### src/rtl/pixel_pkg.sv
// Shared definitions for the pixel sequencer: instruction layout, opcodes,
// ALU register indices, the NOP word and the sequencer state encoding.
package pixel_pkg;

  localparam int INSTR_W = 46;
  localparam int COORD_W = 32;
  localparam int PIXEL_W = 12;

  // Instruction field positions
  localparam int DEST_MSB      = 45;
  localparam int DEST_LSB      = 43;
  localparam int SRCA_MSB      = 42;
  localparam int SRCA_LSB      = 40;
  localparam int SRCB_MSB      = 39;
  localparam int SRCB_LSB      = 37;
  localparam int OP_MSB        = 36;
  localparam int OP_LSB        = 33;
  localparam int USE_CONST_BIT = 32;
  localparam int CONST_MSB     = 31;
  localparam int CONST_LSB     = 0;

  typedef enum logic [3:0] {
    OP_MOV   = 4'h0,
    OP_ADD   = 4'h1,
    OP_SUB   = 4'h2,
    OP_MUL   = 4'h3,
    OP_AND   = 4'h4,
    OP_OR    = 4'h5,
    OP_XOR   = 4'h6,
    OP_SHL   = 4'h7,
    OP_SHR   = 4'h8,
    OP_MIN   = 4'h9,
    OP_MAX   = 4'hA,
    OP_CMPLT = 4'hB
  } opcode_e;

  localparam logic [2:0] REG_X      = 3'd4;
  localparam logic [2:0] REG_Y      = 3'd5;
  localparam logic [2:0] REG_F      = 3'd6;
  localparam logic [2:0] REG_RESULT = 3'd7;

  typedef struct packed {
    logic [2:0]  dest;
    logic [2:0]  srca;
    logic [2:0]  srcb;
    opcode_e     op;
    logic        use_const;
    logic [31:0] cnst;
  } instr_t;

  // Writing the read-only X register makes this a no-op for the ALU.
  localparam logic [INSTR_W-1:0] NOP_INSTR = 46'h2000_0000_0000;

  typedef enum logic [1:0] {
    ST_IDLE      = 2'd0,
    ST_EXEC      = 2'd1,
    ST_EMIT      = 2'd2,
    ST_WAIT_SYNC = 2'd3
  } seq_state_e;

  typedef struct packed {
    logic [COORD_W-1:0] f;
    logic [COORD_W-1:0] y;
    logic [COORD_W-1:0] x;
  } coord_t;

  function automatic logic [INSTR_W-1:0] pack_instr(input instr_t i);
    return i;
  endfunction

endpackage

### src/rtl/pixel_prog_ram.sv
// Instruction store: DEPTH x INSTR_W words, synchronous write, asynchronous
// read so the addressed instruction is available in the same cycle as pc.
module pixel_prog_ram
  import pixel_pkg::*;
#(
  parameter  int DEPTH = 64,
  localparam int AW    = $clog2(DEPTH)
) (
  input  logic               clk,
  input  logic               we_i,
  input  logic [AW-1:0]      waddr_i,
  input  logic [INSTR_W-1:0] wdata_i,
  input  logic [AW-1:0]      raddr_i,
  output logic [INSTR_W-1:0] rdata_o
);

  logic [INSTR_W-1:0] mem_q [DEPTH];

  // NOTE: the storage array has no reset; only the sequencer control state
  // is cleared, and the host reloads the program as needed.
  always_ff @(posedge clk) begin
    if (we_i) begin
      mem_q[waddr_i] <= wdata_i;
    end
  end

  assign rdata_o = mem_q[raddr_i];

endmodule

### src/rtl/pixel_sequencer.sv
// Per-pixel ALU sequencer: issues the loaded program once per pixel, steps
// x/y/frame coordinates and hands results to the sink over valid/ready.
// Optional feature macro: PIXEL_SEQ_FRAME_SYNC_EN (adds frame_start/WAIT_SYNC).
module pixel_sequencer
  import pixel_pkg::*;
#(
  parameter  int PROG_DEPTH = 64,
  parameter  int WIDTH      = 640,
  parameter  int HEIGHT     = 480,
  localparam int AW         = $clog2(PROG_DEPTH)
) (
  input  logic               clk,
  input  logic               reset,
  input  logic               prog_we,
  input  logic [AW-1:0]      prog_addr,
  input  logic [INSTR_W-1:0] prog_data,
  input  logic [AW-1:0]      prog_last,
  input  logic               run,
`ifdef PIXEL_SEQ_FRAME_SYNC_EN
  input  logic               frame_start,
`endif
  output logic [INSTR_W-1:0] instruction,
  output logic [COORD_W-1:0] x_coord,
  output logic [COORD_W-1:0] y_coord,
  output logic [COORD_W-1:0] f_number,
  input  logic [PIXEL_W-1:0] alu_value,
  output logic               pixel_valid,
  input  logic               pixel_ready,
  output logic [PIXEL_W-1:0] pixel_data,
  output logic               frame_done,
  output logic               busy
);

  seq_state_e         state_q, state_d;
  logic [AW-1:0]      pc_q, pc_d;
  logic [AW-1:0]      last_q, last_d;
  coord_t             coord_q, coord_d;
  logic [INSTR_W-1:0] store_rdata;
  logic               store_we;
  logic               line_end;
  logic               frame_end;

  // The store is frozen while a program is in flight.
  assign store_we = prog_we && (state_q == ST_IDLE);

  pixel_prog_ram #(
    .DEPTH (PROG_DEPTH)
  ) u_prog_ram (
    .clk     (clk),
    .we_i    (store_we),
    .waddr_i (prog_addr),
    .wdata_i (prog_data),
    .raddr_i (pc_q),
    .rdata_o (store_rdata)
  );

  assign line_end  = (coord_q.x == COORD_W'(WIDTH - 1));
  assign frame_end = line_end && (coord_q.y == COORD_W'(HEIGHT - 1));

  // NOTE: sequential state uses non-blocking assignments only, so every
  // register samples the pre-edge values computed by the comb processes.
  always_ff @(posedge clk or posedge reset) begin
    if (reset) begin
      state_q <= ST_IDLE;
      pc_q    <= '0;
      last_q  <= '0;
      coord_q <= '0;
    end else begin
      state_q <= state_d;
      pc_q    <= pc_d;
      last_q  <= last_d;
      coord_q <= coord_d;
    end
  end

  // NOTE: every comb output starts from a default so no path infers a latch.
  always_comb begin
    state_d = state_q;
    pc_d    = pc_q;
    last_d  = last_q;
    coord_d = coord_q;

    unique case (state_q)
      ST_IDLE: begin
        if (run) begin
          state_d = ST_EXEC;
          pc_d    = '0;
          last_d  = prog_last;
        end
      end

      ST_EXEC: begin
        if (pc_q == last_q) begin
          state_d = ST_EMIT;
        end else begin
          pc_d = pc_q + 1'b1;
        end
      end

      ST_EMIT: begin
        if (pixel_ready) begin
          pc_d      = '0;
          coord_d.x = line_end ? '0 : coord_q.x + 32'd1;
          if (line_end) begin
            coord_d.y = frame_end ? '0 : coord_q.y + 32'd1;
          end
          if (frame_end) begin
            coord_d.f = coord_q.f + 32'd1;
          end
          state_d = run ? ST_EXEC : ST_IDLE;
`ifdef PIXEL_SEQ_FRAME_SYNC_EN
          if (frame_end && run) begin
            state_d = ST_WAIT_SYNC;
          end
`endif
        end
      end

      ST_WAIT_SYNC: begin
`ifdef PIXEL_SEQ_FRAME_SYNC_EN
        if (!run) begin
          state_d = ST_IDLE;
        end else if (frame_start) begin
          state_d = ST_EXEC;
          pc_d    = '0;
        end
`else
        state_d = ST_IDLE;
`endif
      end

      default: state_d = ST_IDLE;
    endcase
  end

  always_comb begin
    instruction = NOP_INSTR;
    pixel_valid = 1'b0;
    frame_done  = 1'b0;
    busy        = (state_q != ST_IDLE);

    unique case (state_q)
      ST_EXEC: instruction = store_rdata;
      ST_EMIT: begin
        pixel_valid = 1'b1;
        frame_done  = pixel_ready && frame_end;
      end
      default: ;
    endcase
  end

  // The ALU holds its result during EMIT because only NOPs are issued there.
  assign pixel_data = alu_value;
  assign x_coord    = coord_q.x;
  assign y_coord    = coord_q.y;
  assign f_number   = coord_q.f;

endmodule

### config.mk
export PLATFORM = sky130hd
export DESIGN_NAME = pixel_sequencer
export DESIGN_NICKNAME = d
export VERILOG_FILES = /design/src/rtl/pixel_pkg.sv /design/src/rtl/pixel_prog_ram.sv /design/src/rtl/pixel_sequencer.sv
export SDC_FILE = /design/constraint.sdc
export NUM_CORES = 2
export LEC_CHECK = 0
export CAP_MARGIN = 5
export CORE_MARGIN = 10
export CORE_UTILIZATION = 50
export CTS_CLUSTER_SIZE = 14
export DETAILED_ROUTE_END_ITERATION = 6
export GPL_ROUTABILITY_DRIVEN = 1
export GPL_TIMING_DRIVEN = 0
export PLACE_DENSITY_LB_ADDON = 0.1
export SETUP_SLACK_MARGIN = 0.05
export SLEW_MARGIN = 20
export SYNTH_ARGS = -nofsm -noshare
export SYNTH_HDL_FRONTEND = slang
export SYNTH_HIERARCHICAL = 1
export SYNTH_SLANG_ARGS = --single-unit
### constraint.sdc
create_clock -name clk -period 10.55 [get_ports clk]
set_clock_uncertainty 0.05 [all_clocks]
set_input_delay 1.055 -clock clk [delete_from_list [all_inputs] [get_ports clk]]
set_output_delay 1.055 -clock clk [all_outputs]
set_load 0.05 [all_outputs]
* Word level (Yosys, flattened, before mapping)
Memories as Yosys holds them, arrays and structs flattened. Index checks and enable logic that the tools add are counted.
Word-level totals: output and inout port bits 157, bits in registers 110, memories 1, input bits 75, RAM bits 2944
Operators by class: add/subtract/negate cells 4, equal/unequal tests 10, reduce and logical (&&, ||, !) cells 12, muxes and demuxes 16
Memories:
- u_prog_ram.mem_q | depth 64, width 46, rd ports 1, clocked after Yosys merged registers in 0, write ports 1, RTL line pixel_prog_ram.sv:17 | logic [INSTR_W-1:0] mem_q [DEPTH];
Operators by type and width (count):
- 32-bit by 1-bit adder with 32-bit output (second input constant) | 3
- 32-bit 2-to-1 mux | 2
- 46-bit 2-to-1 mux | 1
- 32-bit by 10-bit == test with 1-bit output (second input constant) | 1
- 32-bit by 9-bit == test with 1-bit output (second input constant) | 1
- 6-bit 2-to-1 mux | 3
- 6-bit one-hot mux with 3 select lines | 1
- 3-bit AND reduction | 3
- 2-bit inequality test (second input constant) | 4
- 2-bit one-hot mux with 4 select lines | 1
- 6-bit by 1-bit adder with 6-bit output (second input constant) | 1
- 6-bit == test | 1
- 2-bit 2-to-1 mux | 3
- 1-bit 2-to-1 mux | 5
- 2-bit == test (second input constant) | 2
- 2-bit AND reduction | 2
- 4-bit AND reduction | 1
- 1-bit logical AND | 3
- 3-bit nonzero test | 1
- 2-bit by 1-bit == test with 1-bit output (second input constant) | 1
- 2-bit zero test | 1
- 2-bit nonzero test | 1

* Logic depth before layout (Yosys ltp)
depth after elaboration 4, mapped depth 11, depth with buffers taken out 6

* By module
Netlist, hierarchy kept.
By module, submodules not included:
- pixel_prog_ram | instances 1, area an instance 111259.2 um^2, cells each 4759
- pixel_sequencer | instances 1, area an instance 5985.7 um^2, cells each 608

* Worst setup path after synthesis
Ideal clock, no wire load.
kind in2reg, start point input prog_we, end point memory u_prog_ram.mem_q[48][0] (enable), library setup time 0.506 ns, cell stages on the path 5, setup slack 5.159 ns, arrival 4.835 ns, cells stage by stage inv_1 nor2_1 nor2b_1 nand4b_1 nor3_1
On the way: word-level cells in the longest chain between the ends 3
RTL lines:
- from (decl) | RTL line pixel_sequencer.sv:14 | input logic prog_we,
- 1-bit logical AND | RTL line pixel_sequencer.sv:44 | assign store_we = prog_we && (state_q == ST_IDLE);
- net store_we | RTL line pixel_sequencer.sv:39 | logic store_we;
- 1-bit 2-to-1 mux | RTL line pixel_prog_ram.sv:22 | if (we_i) begin
- 1-bit 2-to-1 mux (implied by the code) | RTL line pixel_prog_ram.sv:23 | mem_q[waddr_i] <= wdata_i;
- to (decl) | RTL line pixel_prog_ram.sv:17
The timed path passes the listed nets, and every way through them passes these cells.

* Worst setup path after layout
start point register pc_q[2], end point output instruction[41]
On the way: word-level cells in the longest chain between the ends 2
RTL lines:
- from (decl) | RTL line pixel_sequencer.sv:35 | logic [AW-1:0] pc_q, pc_d;
- from (signal assigned) | RTL line pixel_sequencer.sv:70 | pc_q <= pc_d;
- memory 64 x 46 bit
- net store_rdata[41] | RTL line pixel_sequencer.sv:38 | logic [INSTR_W-1:0] store_rdata;
- 46-bit 2-to-1 mux | RTL line pixel_sequencer.sv:142 | unique case (state_q)
- to (decl) | RTL line pixel_sequencer.sv:22 | output logic [INSTR_W-1:0] instruction,
The timed path passes the listed nets, and every way through them passes these cells.

==> flow_summary_export.csv <==
group,metric,value,unit
run_status,status,"complete, but fails checks",
run_status,violations,"DRC",
timing,hold_viol,0,
synth,async_reset_ff_frac,0.0360,
drt,finalWirelength,354000,um
clocking,cts_hold_buf,0,
clocking,clk_pin_slew,60,ps
power,pwr-share-clk,0.309,
timing,maxSlewViolCount,0,
synth,seq_area_frac_synth,0.777,
grt,grt_max_degree,65,
place,place_congestion,0.835,
power,powerDensity,256,nW/um2
timing,tightest_slew,1270,ps
clocking,cts.sinks,3054,
grt,grt_pass1_vias,61100,
timing,fin_crit,7570,ps
grt,met1_usage,0.382,
synth,yosys.area.top_type,"edfxtp_1",
timing,setup_ws,2980,ps
synth,synth_area,117000,um2
drt,via_per_inst,6.50,
clocking,cts_resized,0,
critical_path,crit_path_max_fanout,10,
synth,syn-mean-instance-area,21.8,um2
die,die_height,504,um
critical_path,critical_path_class,"reg2out",
timing,period_share,0.717,
synth,syn_inst,5367,
power,comb_power_share,0.315,
hold_path,holdPathStages,1,
timing,relSlewSlack,0.149,
synth,netlist_top_cells_area,"edfxtp_1 75%, mux4_2 14%, dfrtp_1 2.3%, o22ai_1 0.91%, a22oi_1 0.70%",
grt,grt_util_met3,0.0670,
clocking,clk_latency,910,ps
cells_and_area,drive_gt1_frac,0.267,
clocking,cts_buffers,331,
critical_path,critPathArrivalTime,6460,ps
synth,synth_edf_count,2944,
grt,global_route.peak_usage_layer,"met2",
die,io_pins,232,
clocking,tritoncts,"done",
timing,finalSetupTns,0,ps
power,intPower,0.0239,W
cells_and_area,area_growth,18.5,%
synth,synth-seq-cells,3054,
grt,gr-total-overflow,0,
synth,synth_nets,5446,
place,post-place-cells,8948,
clocking,htree_levels,5,
drt,drc,1,
timing,fmax,132,MHz
power,p_sw,0.0117,W
critical_path,worstPathRequired,9450,ps
job,cap_violations,0,
grt,grt_pass1_wl,491000,um
timing,setup_viol,0,
grt,antenna_found_initial,32,
drt,drtAntennaViolNets,0,
timing,rsz0062_at_grt,"no",
synth,ys_warn_count,6,
critical_path,rr_worst_depth,10,
synth,synthFlopType,"edfxtp_1",
power,irDropWorstVdd,320,uV
synth,synth_cell_types,66,
grt,grtUsageTotal,0.274,
hold_path,hold_class,"in2reg",
clocking,cts_setup_buffers,0,
place,dp_slack,3930,ps
cells_and_area,final-instance-count-excl-fill,9527,
critical_path,cp-end-kind,"primary output",
die,core,233000,um2
die,initial_core_util,0.503,
drt,wl_per_cell,37.2,um
power,p_total,0.0356,W
power,seq_power_share,0.377,
drt,dr.pass1.iters,7,
grt,use_met2,0.430,
die,fp-row-count,177,
clocking,clockRootBuffer,"clkbuf_16",
cells_and_area,postLayoutCoreUtil,0.596,
drt,vias,62000,
synth,netlist.area_leader.share,0.754,
place,post-dp-hpwl,242000,um
power,swShare,0.329,
cells_and_area,nets,6228,
critical_path,cp-start-kind,"flop",
drt,drt_iter0_markers,8426,
power,power.leakage,43.8,nW
place,io_buffers,214,
die,die_w,504,um
die,dieArea,254000,um2
clocking,clock_path_buffers,4,
==> cell usage in the layout, fill, tap and decap left out, drive strengths merged, types with 54 or more instances in the layout <==
cell type      netlist  final
a211oi              58     58
nand4               55     55
nor3                61     61
buf                154    435
mux4               711    711
clkdlybuf4s50        0    168
clkbuf             153    551
o22ai              171    171
and2                54     54
nor2               115    115
mux2i               61     61
nand2               57     57
nor2b               64     64
clkinv               0    125
nand3               94     94
dfrtp              110    110
edfxtp            2944   2944
a22oi              110    110
xnor2               60     60
==> sequential cells by signal (all words and copies together) (netlist names) <==
signal and flops:
last_q 6, state_q 2, f_number 32, pc_q 6
y_coord 32, u_prog_ram/mem_q 2944, x_coord 32
==> final cells by class <==
| cell class | instances | area [um2] |
|---|---|---|
| diodes | 15 | 37.5 |
| plain buffers | 307 | 1560 |
| clock buffers | 398 | 8600 |
| clock inverters | 166 | 1490 |
| fillers | 16700 | 94100 |
| inverters | 17 | 68.8 |
| multi-input cells | 1989 | 25100 |
| flip-flops and latches | 3054 | 91200 |
| well taps | 3132 | 3920 |
| repair buffers | 449 | 6910 |
==> layer usage <==
layer	part of all wire	vias up
li1	-	24400
met1	0.39	33500
met2	0.47	3416
met3	0.10	624
met4	0.037	16
met5	0.00026	-
==> per-stage QoR <==
step | hold slack [ps] | area [um2]
after floorplan | 451 | 117000
after global placement | 443 | 123000
after detailed placement | 446 | 129000
after CTS | 289 | 139000
after global routing | 317 | 139000
final | 356 | 139000
==> worst max-delay path: stages, from the launching register on <==
cell             delay [ps]
dfrtp_1                 480
buf_2                   450
buf_4                   310
nor2_1                  270
nand2_1                 550
clkbuf_1                830
o22ai_1                 280
nor4_1                 1020
o22a_1                  250
and2_1                  210
clkdlybuf4s50_1         850
==> logic make-up after synthesis <==
| group | after synthesis | synth area share |
|---|---|---|
| AO/OA/AOI/OAI | 466 | 0.0286 |
| XOR/XNOR | 84 | 0.00634 |
| flip-flops | 3054 | 0.777 |
| adder cells (fa/ha/maj) | 4 | 0.000427 |
| buffers and inverters | 324 | 0.0137 |
| AND/OR/NAND/NOR | 650 | 0.0305 |
| multiplexers | 785 | 0.143 |
==> synth_stat cells, types with 5 or more instances <==
cell      count
nor4_1       45
edfxtp_1   2944
nor2_1      115
o22a_1       26
a22oi_1     110
nand2b_1     10
or2_2        10
o22ai_1     171
mux2_2       12
mux2i_1      61
a21oi_1       5
clkbuf_1    153
buf_2        68
and3_1       28
xor2_1       24
nand3_1      94
xnor2_1      59
a211oi_1     58
o21ai_0      14
nor2b_1      64
and4_1       21
or3_1        10
buf_4        48
dfrtp_1     110
buf_1        22
a22o_1        9
mux4_2      711
o221ai_1     32
and2_1       53
nor3_1       61
buf_6        16
nand4_1      55
nand2_1      57
o211ai_1     16
inv_1        16
==> power groups by stage <==
stage          clock network [W]  registers (W)  logic (W)
6_report                  0.0110         0.0134     0.0112
3_5_place_dp                   0         0.0137     0.0111
4_1_cts                   0.0112         0.0134     0.0111
3_3_place_gp                   0         0.0137     0.0108
5_1_grt                   0.0116         0.0134     0.0116
2_1_floorplan                  0         0.0136    0.00642
==> path summary, 6_finish.rpt <==
check / start / endpoint / slack, ps
min in group asynchronous: reset / f_number[11]$_DFFE_PP0P_ / 520
max: pc_q[2]$_DFFE_PP0P_ / instruction[41] / 2980
min reg2reg: f_number[10]$_DFFE_PP0P_ / f_number[10]$_DFFE_PP0P_ / 450
max reg2reg: state_q[1]$_DFFE_PP0P_ / u_prog_ram/mem_q[49][17]$_DFFE_PP_ / 6490
min: prog_data[37] / u_prog_ram/mem_q[59][37]$_DFFE_PP_ / 360
max in group asynchronous: reset / x_coord[29]$_DFFE_PP0P_ / 9260
(Power assumes the default switching activity.)
